[config.mk]
export PLATFORM = sky130hd
export DESIGN_NAME = matrix_res_serializer
export DESIGN_NICKNAME = d
export VERILOG_FILES = /design/src/rtl/matrix_res_serializer.sv
export SDC_FILE = /design/constraint.sdc
export NUM_CORES = 1
export LEC_CHECK = 0
export CAP_MARGIN = 30
export CORE_ASPECT_RATIO = 1.75
export CORE_MARGIN = 2
export CORE_UTILIZATION = 48
export DETAILED_ROUTE_END_ITERATION = 10
export PLACE_DENSITY = 0.8
export SLEW_MARGIN = 15
export SYNTH_ARGS = -nofsm -noshare
export SYNTH_HDL_FRONTEND = slang
export SYNTH_SLANG_ARGS = --single-unit
[constraint.sdc]
create_clock -name clk -period 2.08 [get_ports clk]
set_clock_uncertainty 0.1 [all_clocks]
set_input_delay 0.52 -clock clk [delete_from_list [all_inputs] [get_ports clk]]
set_output_delay 0.52 -clock clk [all_outputs]
set_load 0.02 [all_outputs]
[src/rtl/matrix_res_serializer.sv]
// Serializes one packed ELEM_W*N_ELEM matrix word into N_ELEM row-major element beats
// with valid/ready on both sides; back-to-back words stream without bubbles.
module matrix_res_serializer #(
  parameter int ELEM_W = 8,
  parameter int N_ELEM = 4,
  parameter int CNT_W  = 16,
  localparam int DATA_W = ELEM_W * N_ELEM,
  localparam int IDX_W  = (N_ELEM > 1) ? $clog2(N_ELEM) : 1
) (
  input  logic              clk,
  input  logic              rst,
  input  logic [DATA_W-1:0] in_data,
  input  logic              in_valid,
  output logic              in_ready,
  output logic [ELEM_W-1:0] out_data,
  output logic              out_valid,
  input  logic              out_ready,
  output logic              out_last,
  output logic [IDX_W-1:0]  out_idx,
  output logic [CNT_W-1:0]  mat_count
);

  localparam logic [IDX_W-1:0] LAST_IDX = IDX_W'(N_ELEM - 1);

  typedef enum logic {IDLE, SEND} state_t;

  state_t            state, state_nxt;
  logic [DATA_W-1:0] sh;
  logic [IDX_W-1:0]  idx;
  logic              at_last, in_xfer, out_xfer;

  assign at_last  = (idx == LAST_IDX);
  assign in_xfer  = in_valid & in_ready;
  assign out_xfer = out_valid & out_ready;

  always_ff @(posedge clk or posedge rst) begin
    if (rst) state <= IDLE;
    else     state <= state_nxt;
  end

  always_comb begin
    state_nxt = state;
    case (state)
      IDLE: if (in_xfer) state_nxt = SEND;
      SEND: if (out_xfer && at_last && !in_valid) state_nxt = IDLE;
      default: state_nxt = IDLE;
    endcase
  end

  // in_ready is held low while rst is asserted so nothing is captured in reset.
  always_comb begin
    out_valid = (state == SEND);
    out_last  = (state == SEND) & at_last;
    in_ready  = ~rst & ((state == IDLE) | ((state == SEND) & at_last & out_ready));
  end

  // The head element always sits in the MSBs; shifting after the final beat leaves zero.
  always_ff @(posedge clk or posedge rst) begin
    if (rst) begin
      sh        <= '0;
      idx       <= '0;
      mat_count <= '0;
    end else begin
      if (out_xfer && at_last) mat_count <= mat_count + 1'b1;
      if (in_xfer) begin
        sh  <= in_data;
        idx <= '0;
      end else if (out_xfer) begin
        sh  <= sh << ELEM_W;
        idx <= at_last ? '0 : idx + 1'b1;
      end
    end
  end

  assign out_data = sh[DATA_W-1 -: ELEM_W];
  assign out_idx  = idx;

endmodule

==> flow_summary.toml, run 1 <==
[outcome]
status = "complete, no violations"

[cts]
cts_root_buf = "clkbuf_8"
cts_setup_buffers = 0
htree_levels = 2
cts.reportedPaths.clkPinSlew_ps = 90
max-clock-path-buffers = 2
clk_latency_ps = 300
cts_buffers = 5
hold_buffers = 0
clock-sinks = 51
cts_tree = "yes"

[logic_synthesis]
synthesis.nets = 266
postSynthCellCount = 228
syn-cell-area_sq_um = 2390
yosysWarnings = 0
synth_seq_cells = 51
syn_area_per_cell_sq_um = 10.5
ys_types = 27
seq_area_frac_synth = 0.534

[global_routing]
antenna_found_initial = 0
grt_use_total = 0.177
grt_pass1_wl_microns = 7850
grt_start_max_net_pins = 67
grt_pass1_vias = 1746
grt-ovfl-total = 0

[sta]
maxSlewViolCount = 0
worst_hold_slack_ps = 384
max_freq_mhz = 490
relSlewSlack = 0.804
fin_crit_ps = 2040
setup_viol = 0
min_period_over_period = 0.982
hold_violations = 0
worstMarginPinSlew_ps = 293

[pwr]
irDropWorstVdd_mv = 0.837
p_sw_mw = 0.987
pwr-share-clk = 0.213
netSwitchingFraction = 0.317
totalPowerFinal_mw = 3.12
p_seq_frac = 0.448
p_int_mw = 2.13
power.static_leakage_nw = 1.44
p_per_area_nw_per_um2 = 971
power_frac_comb = 0.339

[placement]
dp.final_hpwl_microns = 3300
place.gp.congestion = 0.807
io_buffer_count = 64

[floorplanning]
fp.dieW_microns = 57.4
dieArea_sq_um = 5580
core_sq_um = 4890
die-height_microns = 97.4
rows = 34
ios = 65
start_util = 0.489

[route]
dr.pass1.iters = 6
ant_nets = 0
wirelength_microns = 4570
via_count = 1748
route.detailed.drc = 0
drt_iter0_markers = 61
viasPerCell = 5.04
wl_per_cell_microns = 13.2

[finish]
n_antenna_cell = 0
drive_above_1_share = 0.106
layout.nets = 331
syn2layout_area_growth_pct = 34.3

[critical_path]
critical_path_class = "flop to output pin"
cp.arrival_ps = 1420
crit_path_start_kind = "flop"
cp_max_fo = 4
crit_required_ps = 1460
crit_path_end_kind = "output pin"
r2r_slack_ps = 470

[hold_path]
hp-class = "flop to flop"

[flow_run]
cap_viol_max_count = 0
## layout make-up
class	count	area, sq um
Timing Repair Buffer	78	795
Inverter	2	7.51
Fill cell	394	1680
Clock buffer	5	68.8
Clock inverter	2	37.5
Sequential cell	51	1280
Multi-Input combinational cell	155	960
Tap cell	54	67.6
## worst paths after layout
path | start | endpoint | cells past startpoint
max | out_idx[0] | out_last | 3
max in group asynchronous | rst | sh[18] | 4
max reg2reg | out_idx[0] | sh[13] | 6
min reg2reg | mat_count[15] | mat_count[15] | 1
min | mat_count[15] | mat_count[15] | 1
min in group asynchronous | rst | mat_count[4] | 4
## registers in the layout, summed over array words and instances, names as in the netlist
name,cells
out_idx,2
mat_count,16
out_valid,1
sh,32
## cell families (layout without fill, tap and decap cells)
kind of cell / after synthesis / count (layout) / synth area share
xor gates and xnor gates: 15 / 15 / 0.0549
muxes: 25 / 25 / 0.105
AOI/OAI and AO/OA: 37 / 37 / 0.0790
and+or+nand+nor: 76 / 76 / 0.148
DFF: 51 / 51 / 0.534
buffers and inverters: 22 / 87 / 0.0691
adders and majority gates: 2 / 2 / 0.0105
## critical path, stage by stage (launching register included)
cell and delay, ps:
dfrtp_1 410, ha_2 220, and2_2 190, dlygate4sd2_1 320
## cells in the mapped netlist, drive strengths merged
cell | n | share of area
a21oi | 4 | 0.0099
and2 | 1 | 0.0031
and3 | 1 | 0.0026
buf | 18 | 0.063
clkbuf | 2 | 0.0031
dfrtp | 51 | 0.53
ha | 2 | 0.010
inv | 2 | 0.0031
mux2 | 1 | 0.0047
mux2i | 24 | 0.10
nand2 | 47 | 0.077
nand2b | 1 | 0.0026
nand3 | 13 | 0.032
nand4 | 3 | 0.0079
nor2 | 5 | 0.0079
nor3 | 4 | 0.010
o21ai | 33 | 0.069
or2 | 1 | 0.0037
xnor2 | 12 | 0.044
xor2 | 3 | 0.011
## metrics by stage
step | setup TNS [ps] | worst slack (ps) | utilization | cell area, sq um | cells
6_report | 0 | 37.7 | 0.657 | 3210 | 347
5_1_grt | -3.82 | -3.82 | 0.657 | 3210 | 347
4_1_cts | 0 | 0.294 | 0.655 | 3200 | 347
3_5_place_dp | -450 | -396 | 0.635 | 3100 | 340
3_3_place_gp | -347 | -347 | 0.635 | 3100 | 340
2_1_floorplan | 0 | 223 | - | 2390 | 228
## power groups by stage
stage,Combinational [mW],Sequential (mW),Clock [mW]
after CTS,1.07,1.40,0.679
final,1.06,1.40,0.665
after detailed placement,1.07,1.42,0
after global placement,1.04,1.41,0
after floorplan,0.631,1.44,0
after global routing,1.17,1.43,0.707
## layer usage
metal,vias to the layer above,wire [microns],global-route usage
met3,5,177,0.0373
met2,45,2380,0.296
met1,815,1950,0.218
li1,883,-,-
met4,0,70,0.0662
met5,-,0,0
## placed cells by master (no fill, tap or decap), types with 2 or more instances in the layout
| cell type | n |
|---|---|
| a21oi_1 | 3 |
| buf_12 | 4 |
| buf_4 | 10 |
| clkbuf_8 | 5 |
| clkdlybuf4s50_1 | 60 |
| dfrtp_1 | 51 |
| dlymetal6s2s_1 | 2 |
| mux2i_1 | 24 |
| nand2_1 | 46 |
| nand3_1 | 12 |
| nand4_1 | 3 |
| nor2_1 | 5 |
| nor3_1 | 3 |
| o21ai_0 | 27 |
| o21ai_1 | 6 |
| xnor2_1 | 12 |
| xor2_1 | 3 |
## what timing repair did
item | in CTS | in global routing
resized for setup | 5 | 3
endpoints found under the setup margin | 2 | 3
gates cloned | 0 | 0
Note: power is estimated with default switching activity, not from simulation.
==> run 2, diff against run 1 <==
--- a/config.mk
+++ b/config.mk
@@ -5,10 +5,11 @@
 export SDC_FILE = /design/constraint.sdc
 export NUM_CORES = 1
 export LEC_CHECK = 0
+export ABC_AREA = 1
 export CAP_MARGIN = 30
 export CORE_ASPECT_RATIO = 1.75
 export CORE_MARGIN = 2
-export CORE_UTILIZATION = 48
+export CORE_UTILIZATION = 49
 export DETAILED_ROUTE_END_ITERATION = 10
 export PLACE_DENSITY = 0.8
 export SLEW_MARGIN = 15
==> flow_summary.toml, run 2 <==
[global_routing]
grt_start_max_net_pins = 52
antenna_found_initial = 0
grt.busiest_layer = "met2"
grt_use_met2 = 0.370
use_met1 = 0.243
grt-ovfl-total = 0
grt_pass1_wl_microns = 9670
grt_use_total = 0.216
grt_pass1_vias = 2252
grtUsageMet3 = 0.0315

[logic_synthesis]
ys_types = 19
synth_seq_cells = 51
netlist_top_cells_area = "dfrtp_1 51%, nand2_1 17%, nand3_1 9.4%"
postSynthCellCount = 318
yosysWarnings = 0
syn-cell-area_sq_um = 2500
seq_area_frac_synth = 0.511
yosysTopAreaCell = "dfrtp_1"
synthFlopType = "dfrtp_1"
synthTopCellsByCount = "115 x nand2_1, 51 x dfrtp_1, 47 x nand3_1"
synth_top_area_frac = 0.511
synth_edf_count = 0
synth_most_common_cell = "nand2_1"
synthesis.nets = 356
synthArstFlopShare = 1.00
syn_area_per_cell_sq_um = 7.86

[route]
via_count = 2265
drt_iter0_markers = 94
wl_per_cell_microns = 12.4
wirelength_microns = 5460
route.detailed.drc = 0
dr.pass1.iters = 4
ant_nets = 0
viasPerCell = 5.14

[critical_path]
crit_path_end_kind = "output pin"
crit_path_start_kind = "flop"
slowest_delay_ps = 650
crit_required_ps = 1460
r2r.worst_path.cells = 9
crit_family = "buffers and inverters"
crit_path_cell_trace = "clkdlybuf4s50_1"
r2r_start = "out_idx[0]"
path_buf_inv = 1
critPathLaunch = "mat_count[2]"
cp_max_fo = 6
cp.arrival_ps = 1410
crit_cells = 1
critical_path_class = "flop to output pin"
crit_slowest_cell = "clkdlybuf4s50_1"

[cts]
cts_root_buf = "clkbuf_8"
htree_levels = 2
clock-sinks = 51
cts_tree = "yes"
max-clock-path-buffers = 2
cts.reportedPaths.clkPinSlew_ps = 90
cts_buffers = 5
hold_buffers = 0
clk_latency_ps = 300

[flow_run]
cap_viol_max_count = 0

[pwr]
totalPowerFinal_mw = 3.44
p_per_area_nw_per_um2 = 1030
power.static_leakage_nw = 1.68
irDropWorstVdd_mv = 0.725

[placement]
place.gp.congestion = 0.917
pre_cts_ws_ps = -513
place_area_sq_um = 3270
io_buffer_count = 64
dp.final_hpwl_microns = 4030

[sta]
min_period_over_period = 0.976
fin_crit_ps = 2030
max_freq_mhz = 493
setup_viol = 0
layout_setup_ws_ps = 49.7
hold_violations = 0
rsz0062_at_grt = "false"
relSlewSlack = 0.577
worstMarginPinSlew_ps = 634
maxSlewViolCount = 0

[finish]
n_antenna_cell = 0
syn2layout_area_growth_pct = 33.9
drive_above_1_share = 0.0930
layout.cells.most_common_list = "114 x nand2_1, 60 x clkdlybuf4s50_1, 51 x dfrtp_1"
layout.nets = 424
largest_register = "sh"
utilization = 0.678
final_common_cell = "nand2_1"
largest_reg_flops = 32
final_area_sq_um = 3350

[floorplanning]
dieArea_sq_um = 5710
start_util = 0.507
rows = 34
die-height_microns = 98.5
ios = 65
fp.dieW_microns = 58.0
core_sq_um = 4930

[hold_path]
hp-class = "flop to flop"
hp-start = "sh[0]"
worstHoldPathCells = 2

[outcome]
status = "complete, no violations"
run 2: cell count changes after synthesis, moves of 16 or more:
cell / change
inv_1: +28
mux2i_1: -24
nand2_1: +69
nand3_1: +35
nor2_1: +19
o21ai_0: -16
run 2: cell type report:
type                            count  area [sq um]
Clock inverter                      2          12.5
Fill cell                         423          1590
Timing Repair Buffer               79           785
Sequential cell                    51          1280
Tap cell                           54          67.6
Clock buffer                        6          72.6
Inverter                           33           128
Multi-Input combinational cell    216          1010
run 2: kinds of logic (layout without fill, tap and decap cells):
logic type	after synthesis	count (layout)	synth area share
adder cells (fa/ha/maj)	2	2	0.0100
buffers and inverters	51	120	0.0991
flip-flops	51	51	0.511
AND/OR/NAND/NOR	193	193	0.323
XOR/XNOR	10	10	0.0350
AO/OA/AOI/OAI	11	11	0.0220
run 2: power by group:
part           internal [mW]  total [mW]  switching (mW)
logic                  0.636        1.36           0.728
clock network          0.236       0.559           0.323
registers               1.30        1.51           0.214
total                   2.17        3.44            1.27
run 2: path summary, 6_finish.rpt:
kind / end / slack, ps
max in group asynchronous: sh[20] / 660
hold reg to reg: sh[0] / 380
hold / removal: sh[0] / 380
min in group asynchronous: out_valid / 800
setup reg to reg: sh[14] / 290
setup / recovery: mat_count[2] / 50
run 2: metrics by stage:
stage / cells / TNS [ps] / hold slack (ps)
3_3_place_gp: 433 / -534 / 353
6_report: 441 / 0 / 378
3_5_place_dp: 433 / -2670 / 358
2_1_floorplan: 318 / -3350 / 342
4_1_cts: 441 / 0 / 380
5_1_grt: 441 / 0 / 412
run 2: metal layers:
layer	vias to the layer above	part of all wire
li1	1111	-
met1	1052	0.38
met2	81	0.54
met3	21	0.042
met4	0	0.041
met5	-	0
run 2: what timing repair did:
| action | 4_1_cts | 5_1_grt |
|---|---|---|
| resized for setup | 8 | 2 |
| buffers inserted | 0 | 0 |
| pin swaps | 0 | 0 |
| endpoints found under the setup margin | 2 | 2 |
==> run 3, diff against run 2 <==
--- a/config.mk
+++ b/config.mk
@@ -16,3 +16,4 @@
 export SYNTH_ARGS = -nofsm -noshare
 export SYNTH_HDL_FRONTEND = slang
 export SYNTH_SLANG_ARGS = --single-unit
+export TNS_END_PERCENT = 100
==> results of run 3 <==
No change in the layout: final DEF, timing and power equal those of run 2.
